`src/rtl/lvds_word_aligner.sv`:
```
// LVDS word aligner: per-lane bitslip, sample unpack and a training FSM that
// searches each lane's slip offset against a known ADC test frame.
module lvds_word_aligner #(
  parameter int unsigned LANES         = 7,
  parameter int unsigned DESER         = 8,
  parameter int unsigned SAMPLE_WIDTH  = 14,
  parameter int unsigned SETTLE_CYCLES = 8,
  parameter int unsigned MATCH_CYCLES  = 64,
  parameter logic [(DESER/(SAMPLE_WIDTH/LANES))*SAMPLE_WIDTH-1:0] TRAIN_WORD =
    {14'h3FFF, 14'h3FFF, 14'h3FFF, 14'h0000}
) (
  input  logic                                         lvds_clk,
  input  logic                                         rstn,
  input  logic [LANES*DESER-1:0]                       rx_data,
  input  logic                                         train_start,
  output logic [(DESER/(SAMPLE_WIDTH/LANES))*SAMPLE_WIDTH-1:0] data_out,
  output logic                                         data_valid,
  output logic                                         aligned,
  output logic                                         align_fail,
  output logic                                         busy,
  output logic [LANES*$clog2(DESER)-1:0]               lane_offset,
  output logic [LANES-1:0]                             fail_lanes
);

  localparam int unsigned B       = SAMPLE_WIDTH / LANES;
  localparam int unsigned SAMPLES = DESER / B;
  localparam int unsigned OFFW    = $clog2(DESER);
  localparam int unsigned CNTW    = 16;
  localparam int unsigned DW      = SAMPLES * SAMPLE_WIDTH;

  localparam logic [OFFW:0]     DESER_L     = (OFFW+1)'(DESER);
  localparam logic [OFFW-1:0]   OFF_MAX     = OFFW'(DESER - 1);
  localparam logic [CNTW-1:0]   SETTLE_LAST = CNTW'(SETTLE_CYCLES - 1);
  localparam logic [CNTW-1:0]   MATCH_LAST  = CNTW'(MATCH_CYCLES - 1);
  localparam logic [CNTW-1:0]   CNT_MAX     = {CNTW{1'b1}};

  if (((SAMPLE_WIDTH % LANES) != 0) || ((DESER % B) != 0)) begin : g_param_err
    $error("lvds_word_aligner: SAMPLE_WIDTH must divide by LANES and DESER by SAMPLE_WIDTH/LANES");
  end

  typedef enum logic [2:0] {
    S_IDLE, S_SETTLE, S_CHECK, S_SLIP, S_LOCKED, S_FAIL
  } state_t;

  state_t                          r_state, w_state_nxt;
  logic [CNTW-1:0]                 r_cnt, w_cnt_nxt;
  logic [LANES-1:0]                r_miss, w_miss_nxt;
  logic [LANES-1:0][OFFW-1:0]      r_offset, w_offset_nxt;
  logic [LANES-1:0]                r_fail, w_fail_nxt;
  logic                            w_busy_nxt, w_aligned_nxt, w_fail_flag_nxt, w_valid_nxt;

  logic [LANES-1:0][DESER-1:0]     r_cur, r_prev;
  logic [LANES-1:0][2*DESER-1:0]   w_cat;
  logic [LANES-1:0][OFFW:0]        w_shift;
  logic [LANES-1:0][DESER-1:0]     w_slip;
  logic [LANES-1:0][DESER-1:0]     w_exp;
  logic [LANES-1:0]                w_match;
  logic [LANES-1:0]                r_match;
  logic [DW-1:0]                   w_unpack;

  // Bitslip: s = 0 passes cur through, larger s pulls in bits from prev.
  for (genvar l = 0; l < LANES; l++) begin : g_lane
    assign w_cat[l]   = {r_cur[l], r_prev[l]};
    assign w_shift[l] = DESER_L - {1'b0, r_offset[l]};
    assign w_slip[l]  = DESER'(w_cat[l] >> w_shift[l]);
    assign w_match[l] = (w_slip[l] == w_exp[l]);
  end

  // Sample k takes B bits per lane, lanes MSB-first, lane bit B*k first within a lane.
  for (genvar k = 0; k < SAMPLES; k++) begin : g_smp
    for (genvar l = 0; l < LANES; l++) begin : g_ln
      for (genvar j = 0; j < B; j++) begin : g_bit
        localparam int unsigned PS = k*SAMPLE_WIDTH + l*B + (B - 1 - j);
        localparam int unsigned PW = B*k + j;
        assign w_unpack[PS]  = w_slip[l][PW];
        assign w_exp[l][PW]  = TRAIN_WORD[PS];
      end
    end
  end

  always_ff @(posedge lvds_clk or negedge rstn) begin : p_pipe
    if (!rstn) begin
      r_cur    <= '0;
      r_prev   <= '0;
      r_match  <= '0;
      data_out <= '0;
    end else begin
      r_cur    <= rx_data;
      r_prev   <= r_cur;
      r_match  <= w_match;
      data_out <= w_unpack;
    end
  end

  always_ff @(posedge lvds_clk or negedge rstn) begin : p_state
    if (!rstn) begin
      r_state    <= S_IDLE;
      r_cnt      <= '0;
      r_miss     <= '0;
      r_offset   <= '0;
      r_fail     <= '0;
      busy       <= 1'b0;
      aligned    <= 1'b0;
      align_fail <= 1'b0;
      data_valid <= 1'b0;
    end else begin
      r_state    <= w_state_nxt;
      r_cnt      <= w_cnt_nxt;
      r_miss     <= w_miss_nxt;
      r_offset   <= w_offset_nxt;
      r_fail     <= w_fail_nxt;
      busy       <= w_busy_nxt;
      aligned    <= w_aligned_nxt;
      align_fail <= w_fail_flag_nxt;
      data_valid <= w_valid_nxt;
    end
  end

  always_comb begin : p_next
    w_state_nxt  = r_state;
    w_cnt_nxt    = r_cnt;
    w_miss_nxt   = r_miss;
    w_offset_nxt = r_offset;
    w_fail_nxt   = r_fail;

    unique case (r_state)
      S_SETTLE: begin
        if (r_cnt >= SETTLE_LAST) begin
          w_state_nxt = S_CHECK;
          w_cnt_nxt   = '0;
          w_miss_nxt  = '0;
        end else begin
          w_cnt_nxt = (r_cnt == CNT_MAX) ? r_cnt : r_cnt + CNTW'(1);
        end
      end
      S_CHECK: begin
        w_miss_nxt = r_miss | ~r_match;
        if (r_cnt >= MATCH_LAST) begin
          w_cnt_nxt   = '0;
          w_state_nxt = (|w_miss_nxt) ? S_SLIP : S_LOCKED;
        end else begin
          w_cnt_nxt = (r_cnt == CNT_MAX) ? r_cnt : r_cnt + CNTW'(1);
        end
      end
      S_SLIP: begin
        // Only missing lanes advance; a lane out of offsets is marked failed.
        for (int l = 0; l < LANES; l++) begin
          if (r_miss[l]) begin
            if (r_offset[l] != OFF_MAX) w_offset_nxt[l] = r_offset[l] + OFFW'(1);
            else                        w_fail_nxt[l]   = 1'b1;
          end
        end
        w_cnt_nxt   = '0;
        w_state_nxt = (|w_fail_nxt) ? S_FAIL : S_SETTLE;
      end
      default: ;
    endcase

    if (train_start) begin
      w_state_nxt  = S_SETTLE;
      w_cnt_nxt    = '0;
      w_miss_nxt   = '0;
      w_offset_nxt = '0;
      w_fail_nxt   = '0;
    end

    w_busy_nxt      = (w_state_nxt == S_SETTLE) || (w_state_nxt == S_CHECK) ||
                      (w_state_nxt == S_SLIP);
    w_aligned_nxt   = (w_state_nxt == S_LOCKED);
    w_fail_flag_nxt = (w_state_nxt == S_FAIL);
    w_valid_nxt     = (r_state == S_LOCKED) && (w_state_nxt == S_LOCKED);
  end

  assign lane_offset = r_offset;
  assign fail_lanes  = r_fail;

endmodule

```
`config.mk`:
```
export PLATFORM = sky130hd
export DESIGN_NAME = lvds_word_aligner
export DESIGN_NICKNAME = d
export VERILOG_FILES = /design/src/rtl/lvds_word_aligner.sv
export SDC_FILE = /design/constraint.sdc
export NUM_CORES = 1
export LEC_CHECK = 0
export CAP_MARGIN = 40
export CORE_ASPECT_RATIO = 1.4
export CORE_UTILIZATION = 58
export CTS_BUF_LIST = sky130_fd_sc_hd__clkbuf_4 sky130_fd_sc_hd__clkbuf_8
export DETAILED_ROUTE_END_ITERATION = 12
export HOLD_SLACK_MARGIN = 0.05
export PLACE_DENSITY = 0.82
export SLEW_MARGIN = 10
export SYNTH_ARGS = -nofsm -noshare
export SYNTH_HDL_FRONTEND = slang
export SYNTH_SLANG_ARGS = --single-unit
export TNS_END_PERCENT = 50
```
`constraint.sdc`:
```
create_clock -name lvds_clk -period 3.8 [get_ports lvds_clk]
set_input_delay 0.38 -clock lvds_clk [delete_from_list [all_inputs] [get_ports lvds_clk]]
set_output_delay 0.38 -clock lvds_clk [all_outputs]
set_load 0.1 [all_outputs]
```
==> flow_summary.yaml <==
status:
  run_status: "completed"
die:
  core_area_sq_mm: 0.0212
  start_util_pct: 59.4
  die-area_sq_mm: 0.0223
  io_pins: 147
  die_h_um: 176
  rows: 63
  die_w_um: 127
detailed_routing:
  wl_met1_um: 11700
  ant_nets: 0
  top_layer_used: "met4"
  met3_length_um: 1380
  vias: 10100
  wl_per_cell_um: 18.7
  routed_wl_um: 30900
  drc: 0
  dr.pass1.iters: 5
  wl_met2_um: 16500
  viasPerCell: 6.13
  drt_iter0_drc: 690
worst_hold_path:
  worstHoldPathType: "in2reg"
sta:
  fin_crit_ns: 3.06
  maxSlewViolCount: 0
  finalHoldViolCount: 0
  setup_tns_ns: 0
  max_freq_ghz: 0.326
  fin_crit_sh_pct: 80.6
  skew_ns: 0.0148
  rsz0062_at_grt: "false"
  slew_headroom_pct: 39.3
  finalSetupViolCount: 0
  worst_pin_slew_ns: 0.910
pwr:
  fin_total_pwr_mw: 5.82
  p_per_area_mw_per_mm2: 354
  irDropWorstVdd_uv: 403
  internal_power_mw: 4.31
  clkPwrFrac_pct: 40.9
  comb_power_share_pct: 13.4
  switching_power_mw: 1.51
  p_leak_nw: 6.92
  seq_power_share_pct: 45.8
  switching_share_pct: 25.9
finish:
  nFillCells: 1347
  multi_input_area_sq_mm: 0.00621
  antennaDiodeCount: 0
  drive_above_1_share_pct: 18.2
  seqCellArea_sq_mm: 0.00583
  nets: 1448
  area_delta_synth_final_pct: 30.7
cts:
  htreeDepth: 2
  cts.sinks: 233
  post_cts_buffers: 0
  clk_pin_slew_ns: 0.07
  root_buffer: "clkbuf_8"
  cts_max_path_buffers: 3
  ctsResizeCount: 0
  clk_latency_ns: 0.52
  cts_tree: "yes"
  numCtsBuffers: 38
placement:
  dp_hpwl_um: 22200
  port_buffers: 146
  gp_congestion: 0.973
worst_setup_path:
  reg2reg_slack_ns: 0.74
  path_buf_inv: 1
  required_ns: 4.19
  start_kind: "flip-flop"
  crit_family: "adder cells"
  cp-endpoint: "r_match[1]"
  r2r_start: "lane_offset[3]"
  cpMaxStageDelayCell: "ha_1"
  max_stage_delay_ns: 0.97
  critPathMaxFanout: 22
  cp_common_cell: "nor3_1"
  end_kind: "flip-flop"
  r2r_cells: 8
  arrival_ns: 3.46
  crit_type: "reg2reg"
  startpoint: "lane_offset[3]"
  crit_chain: "clkinv_1 -> ha_1 -> mux2_2 -> mux2i_1 -> nor3_1 -> o32a_1 -> o221ai_1 -> nor3_1"
  path_depth: 8
  reg2reg_to: "r_match[1]"
synth:
  yosysWarnings: 0
  synth-main-ff-cell: "dfrtp_1"
  synthAdderAreaFrac_pct: 2.29
  syn_inst: 1147
  synth_top_family_by_area: "multiplexers"
  yosys.area_share.simple_pct: 13.3
  ys_seq_elements: 233
  synth_compound_area_share_pct: 14.0
  synth_enable_flop_cells: 0
  synth_xor_area_share_pct: 1.91
  synth_nets: 1229
  muxShareOfSynthArea_pct: 17.9
  ys_seq_area_share_pct: 46.3
  ys_async_sr_fraction_pct: 100
  syn_area_sq_mm: 0.0126
  synth_cell_types: 85
  syn_area_per_cell_sq_um: 11.0
global_route:
  antenna_found_initial: 0
  grt_pass1_wl_um: 51300
  grt_max_degree: 121
  groute.usage.overall_pct: 28.8
  grt_overflow_total: 0
  first_global_vias: 10500
flow_run:
  maxCapViolations: 0
worst register-to-register path, stage by stage, from the launching register on:
cell	delay [ns]
dfrtp_1	0.35
clkinv_1	0.26
ha_1	0.97
mux2_2	0.46
mux2i_1	0.22
nor3_1	0.07
o32a_1	0.39
o221ai_1	0.11
nor3_1	0.10
stage by stage:
step / cells / hold slack, ns / util, % / worst slack (ns) / cell area (sq um)
2_1_floorplan: 1147 / 0.0844 / - / 0.326 / 12600
3_3_place_gp: 1495 / 0.379 / 66.3 / 0.869 / 14100
3_5_place_dp: 1585 / 0.393 / 73.5 / 0.760 / 15600
4_1_cts: 1653 / 0.268 / 77.6 / 0.767 / 16500
5_1_grt: 1653 / 0.279 / 77.6 / 0.504 / 16500
6_report: 1653 / 0.295 / 77.6 / 0.736 / 16500
worst min-delay path by stage:
stage,from,endpoint,slack [ns],cells past startpoint
after CTS,rx_data[10],r_cur[10],0.27,1
after floorplan,rstn,align_fail,0.08,0
final,rx_data[10],r_cur[10],0.30,1
after global routing,rx_data[42],r_cur[42],0.28,1
after global placement,r_cur[5],r_prev[5],0.38,0
after detailed placement,r_cur[5],r_prev[5],0.39,0
sequential cells by signal, indices dropped and copies added, names as in the netlist, 3 cells and up:
signal       count
r_cnt           16
lane_offset     21
r_state          3
r_miss           7
r_match          7
r_prev          56
r_cur           56
data_out        56
fail_lanes       7
cell type report:
class	instances	area share, %
clock inverter	6	0.487
timing repair buffer	254	19.1
clock buffer	61	4.68
tap	260	1.98
multi-input combinational	814	37.8
sequential	233	35.4
inverter	25	0.570
cell families after synthesis:
group	Yosys count
AOI/OAI and AO/OA	259
xor gates and xnor gates	18
adders and majority gates	23
buffers and inverters	100
DFF	233
muxes	180
and+or+nand+nor	334
power groups by stage:
| stage | logic, mW | registers, mW | clock network [mW] |
|---|---|---|---|
| floorplan | 0.187 | 2.91 | 0 |
| global placement | 0.645 | 2.70 | 0 |
| detailed placement | 0.777 | 2.70 | 0 |
| CTS | 0.782 | 2.66 | 2.42 |
| global route | 0.824 | 2.67 | 2.54 |
| finish | 0.778 | 2.66 | 2.38 |
per-layer routing:
| metal | vias up | GRT usage [%] |
|---|---|---|
| li1 | 4705 | - |
| met1 | 4950 | 33.8 |
| met2 | 385 | 51.4 |
| met3 | 99 | 4.39 |
| met4 | 0 | 14.3 |
| met5 | - | 0 |
cells in the final DEF (no fill, tap or decap), types with 17 or more instances in the layout:
master,n
a21oi_1,57
nor2_1,100
ha_1,23
clkdlybuf4s50_1,144
a221oi_1,25
inv_1,23
buf_8,76
buf_4,17
mux4_2,26
o21ai_0,48
mux2_2,27
a31oi_1,26
nand2_1,85
a22oi_1,17
mux2i_1,121
nand3_1,29
clkbuf_8,50
dfrtp_1,233
nor3_1,19
cells in the mapped netlist (4+ instances only):
cell / count / area, sq um
xnor2_1: 9 / 78.8
buf_2: 26 / 130
nor3_1: 19 / 95.1
nor4b_1: 4 / 35.0
nor2_1: 100 / 375
o21a_1: 8 / 60.1
inv_1: 23 / 86.3
o2bb2ai_1: 5 / 43.8
nor2b_1: 14 / 87.6
a21boi_0: 4 / 30.0
a21oi_1: 57 / 285
mux2i_1: 121 / 1210
mux2_2: 27 / 304
nand4b_1: 5 / 43.8
nor3_2: 4 / 40.0
nor4_1: 6 / 37.5
buf_4: 12 / 90.1
nand4_1: 8 / 50.1
a31oi_1: 26 / 163
nand2b_1: 9 / 56.3
dfrtp_1: 233 / 5830
a221oi_1: 25 / 219
nand3_1: 29 / 145
o211ai_1: 7 / 52.6
buf_6: 12 / 135
and2_0: 4 / 25.0
a22oi_1: 17 / 128
nand2_1: 85 / 319
a211oi_1: 15 / 113
and2_1: 12 / 75.1
or3_1: 7 / 43.8
mux4_1: 6 / 158
ha_1: 23 / 288
xor2_1: 4 / 35.0
o22ai_1: 6 / 37.5
and3_1: 6 / 37.5
clkbuf_1: 21 / 78.8
o21ai_0: 48 / 240
mux4_2: 26 / 586
repair_timing:
item	in CTS	in global routing
endpoints found under the setup margin	0	0
hold buffers	1	0
endpoints found under the hold margin	116	0
Note: power is estimated with default switching activity, not from simulation.
==> RTL edit, RTL diff (same flow settings) <==
Remove the register `data_out`: a continuous assignment takes its place, so the output `data_out` follows one clock earlier.
--- a/src/rtl/lvds_word_aligner.sv
+++ b/src/rtl/lvds_word_aligner.sv
@@ -83,14 +83,14 @@
       r_cur    <= '0;
       r_prev   <= '0;
       r_match  <= '0;
-      data_out <= '0;
     end else begin
       r_cur    <= rx_data;
       r_prev   <= r_cur;
       r_match  <= w_match;
-      data_out <= w_unpack;
     end
   end
+
+  assign data_out = w_unpack;
 
   always_ff @(posedge lvds_clk or negedge rstn) begin : p_state
     if (!rstn) begin
Formal check against the unedited RTL: not equivalent (a bounded check fails within 4 cycles, from zero or initial values and one cycle with rstn low).
==> RTL edit against the original RTL <==
- fmax decreased by 15%
- worst hold slack improved by 0.050 ns
- sequential cell count decreased by 56
- power decreased by 30%
- clock power decreased by 45%
- cell area decreased by 11%
- die area decreased by 10%
- core utilization decreased by 0.99 points
- sequential share of layout area decreased by 5.1 points
- area after synthesis decreased by 10%
- worst setup slack got worse by 0.55 ns
- wire length decreased by 4.0%
- via count decreased by 2.6%
- largest power group unchanged
- highest routed layer unchanged
==> RTL edit: results (changes against the original RTL) <==
In the post-synthesis netlist, the biggest area contributors are dfrtp_1 (39%), mux2i_1 (9.7%), mux4_2 (6.4%), nor2_1 (3.5%), mux2_2 (3.4%). The first-pass GRT wire length is 48.7 mm (-5.0%). The run finished with clean final reports.

The DRC marker count from the first detailed-route iteration is 757 (+9.7%). The worst hold path terminates at r_cur[9]. The commonest cells after synthesis are dfrtp_1 (177), mux2i_1 (109), nor2_1 (105), nand2_1 (83), a21oi_1 (57). The post-synthesis adder-cell area fraction was 2.55% (+0.26 points).

For the worst slack on hold paths, the log shows 0.345 ns (+0.0499 ns). The via count of the first global-routing pass is 9716 (-7.1%), and the total global-route track usage is 30.5% (+1.7 points). In this run the critical register-to-register path is launched from lane_offset[7].

The detailed placer's ending HPWL came out at 22.0 mm (-1.1%). The TritonCTS buffer count came out at 17 (-55%). The logs give 5.99 nW (-13%) for the leakage power of the design and 0.946 (-2.7%) for the routability-driven placement congestion ratio. The post-layout net count was 1352 (-6.6%); the H-tree level count was 4 (+2). The tools report the net count of the mapped netlist as 1201 (-2.3%). The via density per instance came out at 6.45 (+5.2%). The synthesized-area fraction occupied by ao, oa, aoi and oai cells came out at 16.6% (+2.6 points). The worst register-to-register path ends at r_match[2]. Worst slew slack as a fraction of its limit: 45.4% (+6.0 points).

The clock-pin transition on the worst setup and hold timing paths works out to 0.10 ns (+0.03 ns). The tools report the launch point of the worst hold path as rx_data[9]. Final core utilization: 76.6% (-0.99 points). The largest incremental delay on the critical path came out at 0.74 ns (-0.23 ns). The logs give 3.23 ns (-0.23 ns) for the worst endpoint data arrival time and 0.0163 ns (+0.00151 ns) for the worst clock skew. The setup slack on the worst flop-to-flop path is 0.71 ns (-0.03 ns).
-- RTL edit: cell count changes in the layout (fill, tap and decap cells not counted), moves of 8 or more --
cell / change
buf_12: +51
clkbuf_8: -31
clkbuf_4: -8
buf_16: -9
buf_8: -50
clkdlybuf4s50_1: -55
a221oi_1: -8
buf_4: +17
mux2i_1: -13
dfrtp_1: -63
-- RTL edit: layer usage --
layer | share of wire [%] | GRT usage [%]
met5 | 0 | 0
met4 | 3.2 | 12.2
met3 | 5.1 | 4.43
met2 | 54 | 54.7
met1 | 38 | 36.5
-- RTL edit: cells by family after synthesis --
kind of cell / count (synthesis)
AOI/OAI and AO/OA: 280
xor gates and xnor gates: 16
adders and majority gates: 23
buffers and inverters: 108
DFF: 177
muxes: 183
and+or+nand+nor: 332
-- RTL edit: area by class of cell --
cell class | instances | area [um2]
clock buffer | 22 | 284
multi-input combinational | 834 | 6630
sequential | 177 | 4450
clock inverter | 10 | 124
inverter | 32 | 124
tap | 248 | 310
fill | 1298 | 4480
timing repair buffer | 208 | 2740
-- RTL edit: per-stage QoR --
stage / setup slack (ns) / cell area, um2
2_1_floorplan: -0.430 / 11600
3_3_place_gp: 0.717 / 13700
3_5_place_dp: 0.600 / 14200
4_1_cts: 0.0705 / 14600
5_1_grt: 0.00680 / 14700
6_report: 0.186 / 14700
-- RTL edit: critical path: cells and delay by family, from the launching register on --
kind,cells,cell delay (ns)
AO/OA/AOI/OAI,1,0.22
multiplexers,1,0.55
flip-flops,1,0.52
adder cells (fa/ha/maj),1,0.74
buffers and inverters,3,0.73
-- RTL edit: worst max-delay path by stage --
stage | to | cells after the start | slack, ns
finish | data_out[18] | 6 | 0.19
global route | data_out[18] | 6 | 0.007
CTS | data_out[49] | 9 | 0.07
detailed placement | data_out[49] | 9 | 0.60
global placement | data_out[21] | 8 | 0.72
floorplan | data_out[4] | 9 | -0.43
-- RTL edit: repair_timing --
action	in CTS	in global routing
hold buffers	1	0
endpoints found under the hold margin	62	0
endpoints found under the setup margin	0	4
gates resized for setup	0	6
-- RTL edit: power breakdown --
group	internal, mW	switching [mW]
Clock	0.649	0.671
Combinational	0.291	0.448
Sequential	1.95	0.0810
Total	2.89	1.20
